## src/rtl/tlb_l2_arbiter.sv

```systemverilog
// Round-robin arbiter sharing one L2 TLB search engine between the inst and data miss paths.
// TLB maintenance is serialized against lookups; lookups it overlaps come back flagged for retry.
module tlb_l2_arbiter #(
    parameter int IDX_W  = 4,
    parameter int L2_LAT = 0
) (
    input  logic             clk,
    input  logic             reset,
    input  logic             i_req_valid,
    output logic             i_req_ready,
    input  logic [18:0]      i_req_vppn,
    input  logic [9:0]       i_req_asid,
    output logic             i_resp_valid,
    output logic             i_resp_found,
    output logic [IDX_W-1:0] i_resp_index,
    output logic             i_resp_retry,
    input  logic             d_req_valid,
    output logic             d_req_ready,
    input  logic [18:0]      d_req_vppn,
    input  logic [9:0]       d_req_asid,
    output logic             d_resp_valid,
    output logic             d_resp_found,
    output logic [IDX_W-1:0] d_resp_index,
    output logic             d_resp_retry,
    output logic             l2_valid,
    output logic [18:0]      l2_vppn,
    output logic [9:0]       l2_asid,
    input  logic             l2_found,
    input  logic [IDX_W-1:0] l2_index,
    input  logic             maint_req,
    output logic             maint_ack,
    output logic             busy
);
    typedef enum logic [1:0] {IDLE, LOOKUP, RESP, MAINT} state_t;

    state_t                 state;
    logic [1:0]             cnt;
    logic                   stale;
    logic                   last_grant;  // 0 = inst, 1 = data
    logic                   owner;
    logic [1:0]             resp_valid, resp_found, resp_retry;
    logic [1:0][IDX_W-1:0]  resp_index;
    logic                   win_i, win_d, hs_i, hs_d, stale_now;

    // A lone requester always wins; under contention the side not served last wins.
    assign win_i = i_req_valid & (~d_req_valid | last_grant);
    assign win_d = d_req_valid & (~i_req_valid | ~last_grant);
    assign i_req_ready = (state == IDLE) & ~maint_req & win_i;
    assign d_req_ready = (state == IDLE) & ~maint_req & win_d;
    assign hs_i = i_req_valid & i_req_ready;
    assign hs_d = d_req_valid & d_req_ready;
    assign stale_now = stale | maint_req;

    assign i_resp_valid = resp_valid[0];
    assign i_resp_found = resp_found[0];
    assign i_resp_index = resp_index[0];
    assign i_resp_retry = resp_retry[0];
    assign d_resp_valid = resp_valid[1];
    assign d_resp_found = resp_found[1];
    assign d_resp_index = resp_index[1];
    assign d_resp_retry = resp_retry[1];

    always_ff @(posedge clk or posedge reset) begin
        if (reset) begin
            state      <= IDLE;
            cnt        <= '0;
            stale      <= 1'b0;
            last_grant <= 1'b1;
            owner      <= 1'b0;
            resp_valid <= '0;
            resp_found <= '0;
            resp_retry <= '0;
            resp_index <= '0;
            l2_valid   <= 1'b0;
            l2_vppn    <= '0;
            l2_asid    <= '0;
            maint_ack  <= 1'b0;
            busy       <= 1'b0;
        end else begin
            case (state)
                IDLE: begin
                    if (maint_req) begin
                        state     <= MAINT;
                        maint_ack <= 1'b1;
                        busy      <= 1'b1;
                    end else if (hs_i | hs_d) begin
                        l2_vppn    <= hs_d ? d_req_vppn : i_req_vppn;
                        l2_asid    <= hs_d ? d_req_asid : i_req_asid;
                        owner      <= hs_d;
                        last_grant <= hs_d;
                        cnt        <= 2'(L2_LAT);
                        l2_valid   <= 1'b1;
                        busy       <= 1'b1;
                        state      <= LOOKUP;
                    end
                end
                LOOKUP: begin
                    if (maint_req)
                        stale <= 1'b1;
                    if (cnt != 2'd0) begin
                        cnt <= cnt - 2'd1;
                    end else begin
                        // Search still runs to completion; a stale result is masked to a retry.
                        resp_valid[owner] <= 1'b1;
                        resp_found[owner] <= l2_found & ~stale_now;
                        resp_index[owner] <= stale_now ? '0 : l2_index;
                        resp_retry[owner] <= stale_now;
                        l2_valid          <= 1'b0;
                        state             <= RESP;
                    end
                end
                RESP: begin
                    resp_valid <= '0;
                    stale      <= 1'b0;
                    if (maint_req) begin
                        state     <= MAINT;
                        maint_ack <= 1'b1;
                    end else begin
                        state <= IDLE;
                        busy  <= 1'b0;
                    end
                end
                MAINT: begin
                    maint_ack <= 1'b0;
                    busy      <= 1'b0;
                    state     <= IDLE;
                end
                default: state <= IDLE;
            endcase
        end
    end
endmodule

```

## config.mk

```make
export PLATFORM = sky130hd
export DESIGN_NAME = tlb_l2_arbiter
export DESIGN_NICKNAME = d
export VERILOG_FILES = /design/src/rtl/tlb_l2_arbiter.sv
export SDC_FILE = /design/constraint.sdc
export NUM_CORES = 1
export LEC_CHECK = 0
export ABC_CLOCK_PERIOD_IN_PS = 1500
export CORE_MARGIN = 5
export CORE_UTILIZATION = 36
export CTS_CLUSTER_SIZE = 10
export DETAILED_ROUTE_END_ITERATION = 8
export PLACE_DENSITY = 0.76
export SYNTH_ARGS = -nofsm -noshare
export SYNTH_HDL_FRONTEND = slang
export SYNTH_SLANG_ARGS = --single-unit
```

## constraint.sdc

```tcl
create_clock -name clk -period 1.5 [get_ports clk]
set_clock_uncertainty 0.2 [all_clocks]
set_input_delay 0.15 -clock clk [delete_from_list [all_inputs] [get_ports clk]]
set_output_delay 0.15 -clock clk [all_outputs]
set_load 0.01 [all_outputs]
```

======== Word-level counts from Yosys, hierarchy flattened ========
Index checks and enable logic that the tools add are counted.
cells by class
  add/subtract/negate cells ............... 1
  order comparisons ....................... 2
  equal/unequal tests ..................... 11
  muxes and demuxes ....................... 31
  bitwise operators ....................... 19
  reductions and logical operators ........ 17
operators with widths
  cell                count
  $mux 19             1
  $mux 2              8
  $mux 10             1
  $ne 2x2->1 const B  5
  $reduce_and 2->1    5
  $and 1x1->1         8
  $bwmux 8            1
  $mux 4              2
  $pmux 2 s2          2
  $pmux 2 s4          1
  $reduce_and 4->1    2
  $reduce_bool 2->1   4
  $mux 1              7
  $not 1->1           6
  $pmux 1 s2          3
  $reduce_and 3->1    2
  $bwmux 2            2
  $demux 4 s1         1
  $eq 2x2->1 const B  2
  $ne 2x1->1 const B  2
  $or 1x1->1          4
  $ne 3x2->1 const B  1
  $pmux 1 s3          1
  $reduce_bool 3->1   1
  9 further kinds     9
word-level totals
  register bits after elaboration ......... 53
  input bits .............................. 68
  output and inout bits ................... 48
  logic and storage cells ................. 96

======== Longest topological paths before layout ========
Gate-level depths: netlist (run 1).
  depth in word-level cells ............... 9
  depth in mapped cells ................... 6
  gate-level depth less buffers ........... 5

======== Worst setup path before layout (run 1) ========
No wires, ideal clock.
  path kind ............................... flip-flop to flip-flop
  start point ............................. register state[1]
  end point ............................... register owner
  setup time .............................. 137 ps
  arrival time ............................ 1281 ps
  setup slack ............................. -118 ps
  cell stages (with the launch flop) ...... 4
  cell sequence ........................... dfrtp_1 > or3_4 > nor3_1 > nor2_1
between the ends
  longest elaborated chain between the ends .. 6
  elaborated cells on any way between the ends .. 8
  those cells by class .................... 6 x bitwise; 2 x reduce/logical
RTL lines
  what                               line  source
  from (decl)                        36    state_t state;
  from (signal assigned)             65    state <= IDLE;
  from (signal assigned)             83    state <= MAINT;
  from (signal assigned)             94    state <= LOOKUP;
  $logic_not 2->1                    48    assign i_req_ready = (state == IDLE) & ~maint_req & win_i;
  $and 1x1->1 (2 in a row)           48
  net i_req_ready                    10    output logic i_req_ready,
  $and 1x1->1                        50    assign hs_i = i_req_valid & i_req_ready;
  $or 1x1->1                         86    end else if (hs_i | hs_d) begin
  $reduce_and 3->1 (no source line)  n/a
  to (signal assigned)               89    owner <= hs_d;
  to (decl)                          40    logic owner;
The timed path passes the listed nets, and every way through them passes these cells.
A chain may end at the register's enable or synchronous reset.

======== Worst setup path after layout (run 1) ========
  start point ............................. register state[1]
  end point ............................... register l2_vppn[1]
between the ends
  longest elaborated chain between the ends .. 6
  elaborated cells on any way between the ends .. 9
  those cells by class .................... 1 x mux; 6 x bitwise; 2 x reduce/logical
RTL lines
  what                                   line        source
  $logic_not 2->1 (*)                    48, 49, 80
  $and 1x1->1                            48, 49
  $and 1x1->1, on equally long branches  48, 49
  $and 1x1->1, on equally long branches  50, 51
  $or 1x1->1                             86
  $reduce_and 3->1 (no source line)      n/a
  to (signal assigned)                   87          l2_vppn <= hs_d ? d_req_vppn : i_req_vppn;
  to (decl)                              26          output logic [18:0] l2_vppn,
Every way passes the cells marked *; elsewhere a longest branch is shown, timed or not.

==> results of run 1 <==
[cell usage after synthesis, drive strengths merged]
library cell	count	area, sq um
a21bo	1	10.01
a21o	1	7.510
a21oi	4	20.02
a22o	1	8.760
a2bb2oi	29	279.0
a31oi	1	6.260
buf	7	53.80
clkbuf	11	41.29
dfrtp	52	1301
dfstp	1	26.28
ha	1	12.51
inv	8	30.03
nand2	18	67.56
nand3	1	5.000
nand4b	1	8.760
nand4bb	1	11.26
nor2	7	42.54
nor2b	2	12.51
nor3	3	15.01
o211ai	1	7.510
o21a	2	15.01
o21ai	16	80.08
o22ai	1	6.260
o2bb2ai	1	8.760
o31ai	1	7.510
o32ai	29	254.0
or3	1	11.26
or3b	1	8.760
[registers in the layout, summed over array words and instances, names as in the netlist]
name          flops
owner             1
stale             1
l2_asid          10
resp_valid        2
resp_retry        2
last_grant        1
d_resp_index      4
l2_vppn          19
resp_found        2
i_resp_index      4
cnt               2
busy              1
maint_ack         1
state             2
l2_valid          1
[layout by cell type, fill, tap and decap left out, drive strengths merged, types with 2 or more instances in the layout]
cell / netlist / routed
nand2: 18 / 18
dfrtp: 52 / 52
o21ai: 16 / 16
a21oi: 4 / 4
nor2b: 2 / 2
o32ai: 29 / 29
inv: 8 / 7
dlygate4sd2: 0 / 46
buf: 7 / 28
clkdlybuf4s50: 0 / 67
nor3: 3 / 3
nor2: 7 / 7
o21a: 2 / 2
a2bb2oi: 29 / 29
clkinvlp: 0 / 3
clkbuf: 11 / 8
[cell families after synthesis]
logic type | count (synthesis) | share of synthesized area
compound gates | 88 | 0.3013
fa+ha+maj | 1 | 0.005304
buf+inv | 26 | 0.05305
flops | 53 | 0.5629
simple gates | 35 | 0.07745
[worst max-delay path by stage]
stage / endpoint / slack, ps / cells past startpoint
floorplan: cnt[0]$_DFFE_PP0P_ / -10 / 5
detailed placement: i_req_ready / -620 / 4
global placement: i_req_ready / -610 / 4
finish: l2_vppn[1]$_DFFE_PP0P_ / -260 / 5
CTS: i_req_ready / -280 / 3
global route: i_req_ready / -310 / 3
[where the power goes]
group	switching [W]	internal, W
Clock	0.000471	0.000330
Combinational	0.00169	0.00208
Sequential	0.000449	0.00212
[routing by layer]
| layer | track usage | up-vias |
|---|---|---|
| li1 | - | 1046 |
| met2 | 0.2903 | 82 |
| met4 | 0.04034 | 0 |
| met5 | 0 | - |
| met3 | 0.05537 | 5 |
| met1 | 0.2038 | 1067 |
[final cells by class]
class	instances	area [sq um]	share of cell area
timing repair buffer	143	1416	0.3469
sequential	53	1328	0.3252
multi-input combinational	124	1121	0.2746
tap	77	96.34	0.02360
clock buffer	6	72.57	0.01778
inverter	8	33.78	0.008275
clock inverter	2	15.01	0.003678
[per-stage QoR]
stage	setup slack [ps]	total power (W)	hold WS (ps)	instances	utilization
2_1_floorplan	-10.72	0.004146	11.06	203	-
3_3_place_gp	-611.4	0.006070	261.6	401	0.5937
3_5_place_dp	-623.0	0.006179	269.7	401	0.5937
4_1_cts	-275.5	0.006778	69.83	409	0.6114
5_1_grt	-311.5	0.007630	89.22	413	0.6430
6_report	-258.0	0.007148	60.92	413	0.6430
[critical path: cells and delay by family (launching register included)]
| family | cells | cell delay [ps] |
|---|---|---|
| simple gates | 2 | 580 |
| compound gates | 1 | 130 |
| buf+inv | 2 | 380 |
| flops | 1 | 390 |
[repair_timing]
item	4_1_cts	5_1_grt
buffers inserted	0	1
resized for setup	72	38
hold buffers	0	0
setup endpoints to repair	80	50
gates cloned	0	3
pin swaps	3	9
==> results.json, run 1 <==
{
  "grt_max_degree": 54,
  "seq_area_frac_synth": 0.5629,
  "grt_pass1_vias": 2347,
  "insertion_delay_ps": 300,
  "startpoint": "state[1]$_DFFE_PP0P_",
  "cp_data_required_time_ps": 1530,
  "wl_per_cell_microns": 17.77,
  "cts_tree": "built",
  "syn_inst": 203,
  "grt-ovfl-total": 0,
  "critPathMaxFanout": 9,
  "numCtsBuffers": 5,
  "hold_viol": 0,
  "synth-seq-cells": 53,
  "cts_sinks": 53,
  "r2r_cells": 5,
  "synth_warnings": 0,
  "core_area_sq_mm": 0.006350,
  "period_share": 1.172,
  "rsz0062_at_grt": "true",
  "timing.rr.start": "state[1]$_DFFE_PP0P_",
  "gp_congestion": 0.7184,
  "drt_iter0_markers": 90,
  "place_area_sq_mm": 0.003770,
  "fin_ws_ps": -258.0,
  "initial_core_util": 0.3714,
  "htree_levels": 2,
  "met2_length_microns": 3683,
  "grtUsageTotal": 0.1684,
  "design_area_sq_mm": 0.004083,
  "io_pins": 116,
  "synth_area_per_cell_sq_um": 11.62,
  "synth_cell_types": 31,
  "grt_pass1_wl_microns": 11630,
  "cp_slowest_cell": "or3_4",
  "timing.rr.end": "l2_vppn[1]$_DFFE_PP0P_",
  "via_per_inst": 5.327,
  "hold_path_class": "in -> async",
  "maxClockFrequency_mhz": 568.8,
  "top_layer": "met4",
  "path_clk_slew_ps": 100,
  "portBuffers": 115,
  "fill_cells": 553,
  "finalSetupTns_ps": -7588,
  "drv_slew": 0,
  "post-route-min-period_ps": 1758,
  "grt_antenna_before_repair": 0,
  "drtAntennaViolNets": 0,
  "relSlewSlack": 0.7743,
  "arrival_ps": 1790,
  "drive_gt1_frac": 0.2560,
  "worst_setup_path_end_kind": "flop",
  "syn_to_final_growth_pct": 73.10,
  "wl_met1_microns": 2976,
  "vias": 2200,
  "worstSetupPathType": "reg -> reg",
  "netlist_area_sq_mm": 0.002359,
  "path_cells": "or3_4 > buf_4 > nor2_8 > clkbuf_16 > a2bb2oi_2",
  "drc": 0,
  "nNetsFinal": 404,
  "rrSetupSlack_ps": -260,
  "vdd_ir_drop_max_uv": 870.4,
  "num_rows": 29,
  "worst_path_largest_cell_delay_ps": 410,
  "cts_max_path_buffers": 2,
  "fp.dieArea_sq_mm": 0.008270,
  "wl_met3_microns": 628,
  "die_h_microns": 90.94,
  "worstSetupStartpointType": "flop",
  "setup_viol": 35,
  "violations": "setup timing",
  "syn-num-nets": 272,
  "totalWireLength_microns": 7340,
  "die-width_microns": 90.94,
  "dr.pass1.iters": 4,
  "powerDensity_mw_per_mm2": 1751,
  "p_leak_nw": 1.670,
  "tightest_slew_ps": 337.4,
  "max-cap-violations": 0,
  "clock-root-buffer": "clkbuf_8",
  "outcome": "complete, but fails checks",
  "insertedDiodeCount": 0,
  "hpwl_microns": 5078
}
Note: power is estimated with default switching activity, not from simulation.
==> run 2, diff against run 1 <==
Settings changed: CORE_UTILIZATION 36 to 35, CTS_BUF_LIST set to sky130_fd_sc_hd__clkbuf_16, PLACE_DENSITY 0.76 to 0.74.
==> run 2 against run 1 <==
  * The run still ends with setup timing left
  * Clock power is 80% higher
  * Clock-buffer cell count shrank 1
  * Register-to-register slack improved by 30 ps
  * Combinational power is 5% lower
  * Sequential share of layout area shrank 0.060 points
  * Non-clock buffer count shrank 1
  * Via count is 0.68% lower
  * Critical endpoint is now l2_asid[1]$_DFFE_PP0P_
  * Highest routed layer unchanged
==> results.json, run 2 (synthesized netlist as in run 1, its figures left out) <==
{
  "outcome": "complete, but fails checks",
  "violations": "setup timing",
  "final_common_cell": "clkdlybuf4s50_1",
  "worst_setup_path_end_kind": "flop",
  "drt_iter0_markers": 63,
  "grt_pass1_wl_microns": 10880,
  "top_usage_layer": "met2",
  "drtAntennaViolNets": 0,
  "maxClockFrequency_mhz": 577.3,
  "insertedDiodeCount": 0,
  "clockPowerShare": 0.190,
  "drv_slew": 0,
  "cts_tree": "built",
  "cts_max_path_buffers": 2,
  "largest_reg_flops": 19,
  "via_per_inst": 5.265,
  "syn_to_final_growth_pct": 73.42,
  "arrival_ps": 1740,
  "place_inst": 401,
  "design_area_sq_mm": 0.004090,
  "layout_common_cells": "67 x clkdlybuf4s50_1, 52 x dfrtp_1, 46 x dlygate4sd2_1",
  "fill_cells": 596,
  "worstSetupStartpointType": "flop",
  "grtUsageTotal": 0.1576,
  "clock-root-buffer": "clkbuf_16",
  "wl_per_cell_microns": 16.81,
  "totalWireLength_microns": 6975,
  "grt_util_met3": 0.05496,
  "internal_power_w": 0.005042,
  "hold_ws_ps": 83.84,
  "max-cap-violations": 0,
  "cp_data_required_time_ps": 1510,
  "fp.dieArea_sq_mm": 0.008481,
  "period_share": 1.155,
  "insertion_delay_ps": 280,
  "grt-ovfl-total": 0,
  "hold_viol": 0,
  "hpwl_microns": 4899,
  "largestRegisters": "l2_vppn (19), l2_asid (10)",
  "powerDensity_mw_per_mm2": 1851,
  "combPwrFrac": 0.475,
  "dr.pass1.iters": 4,
  "place_area_sq_mm": 0.003714,
  "final_util": 0.6122,
  "path_clk_slew_ps": 70,
  "hold_path_class": "in -> async",
  "worstSetupPathType": "reg -> reg",
  "critPathMaxFanout": 12,
  "portBuffers": 115,
  "tightest_slew_ps": 368.5,
  "seq_power_share": 0.335,
  "rsz0062_at_grt": "true",
  "nNetsFinal": 403,
  "drive_gt1_frac": 0.2239,
  "gp_congestion": 0.7941,
  "p_sw_w": 0.002531,
  "post-route-min-period_ps": 1732,
  "power.total_w": 0.007572,
  "htree_levels": 2,
  "cts_sinks": 53,
  "fin_cells": 415,
  "gr-usage-met1": 0.2023,
  "num_rows": 30,
  "setup_viol": 34,
  "initial_core_util": 0.3530,
  "vdd_ir_drop_max_uv": 767.8,
  "grt_max_degree": 54,
  "grt_antenna_before_repair": 0,
  "vias": 2185,
  "io_pins": 116,
  "die_h_microns": 92.09,
  "die-width_microns": 92.09,
  "relSlewSlack": 0.7536,
  "top_register": "l2_vppn",
  "drc": 0,
  "p_leak_nw": 1.695,
  "use_met2": 0.2591,
  "numCtsBuffers": 5,
  "fin_ws_ps": -232.4,
  "sw_frac_of_total": 0.3342,
  "grt_pass1_vias": 2173,
  "core_area_sq_mm": 0.006681
}
[run 2: cell types whose count changed in the layout (fill, tap and decap cells not counted), moves of 3 or more]
cell,delta
o21ai_1,+7
clkbuf_8,-5
clkbuf_16,+4
nand2_1,+4
o21ai_0,-4
buf_12,-3
o21ai_2,-3
[run 2: metrics by stage]
step	setup slack, ps	setup TNS (ps)
6_report	-232.4	-6156
5_1_grt	-269.8	-7573
4_1_cts	-264.8	-5388
3_5_place_dp	-568.9	-13380
3_3_place_gp	-557.6	-12560
2_1_floorplan	-10.72	-10.72
[run 2: power by group through the flow]
stage	registers [W]	clock network [W]	logic, W
floorplan	0.00278	0	0.00137
detailed placement	0.00252	0	0.00354
finish	0.00253	0.00144	0.00360
global placement	0.00251	0	0.00346
CTS	0.00250	0.00148	0.00325
global route	0.00262	0.00154	0.00390
[run 2: worst paths after layout]
path / slack, ps / from / endpoint / cells past startpoint
min reg2reg: 270 / i_resp_index[1]$_DFFE_PP0P_ / i_resp_index[1]$_DFFE_PP0P_ / 2
min: 80 / reset / resp_found[0]$_DFFE_PP0P_ / 3
min in group clk: 250 / l2_index[1] / d_resp_index[1]$_DFFE_PP0P_ / 3
max in group asynchronous: 730 / reset / last_grant$_DFFE_PP1P_ / 3
max: -230 / state[1]$_DFFE_PP0P_ / l2_asid[1]$_DFFE_PP0P_ / 5
max reg2reg: -230 / state[1]$_DFFE_PP0P_ / l2_asid[1]$_DFFE_PP0P_ / 5
[run 2: critical path, stage by stage (launching register included)]
cell       delay (ps)
dfrtp_1           380
or3_4             420
buf_4             170
nor2_8            130
clkbuf_16         200
a2bb2oi_1         150
[run 2: layer usage]
metal  vias to the layer above  part of all wire
li1                       1048                 -
met3                         5             0.080
met5                         -                 0
met1                      1059              0.43
met4                         0            0.0062
met2                        73              0.49
[run 2: cell type report]
cell class                      count  area [sq um]  share of cell area
Clock buffer                        5         125.1             0.03059
Clock inverter                      3         65.06             0.01591
Inverter                            8         33.78            0.008259
Multi-Input combinational cell    124          1081              0.2643
Sequential cell                    53          1328              0.3246
Tap cell                           80         100.1             0.02447
Timing Repair Buffer              142          1358              0.3319
[run 2: timing repair]
action                                  4_1_cts  5_1_grt
pin swaps                                     2        7
gates cloned                                  1        2
resized for setup                            66       36
endpoints found under the setup margin       82       48
hold buffers                                  0        0
setup buffers                                 0        4
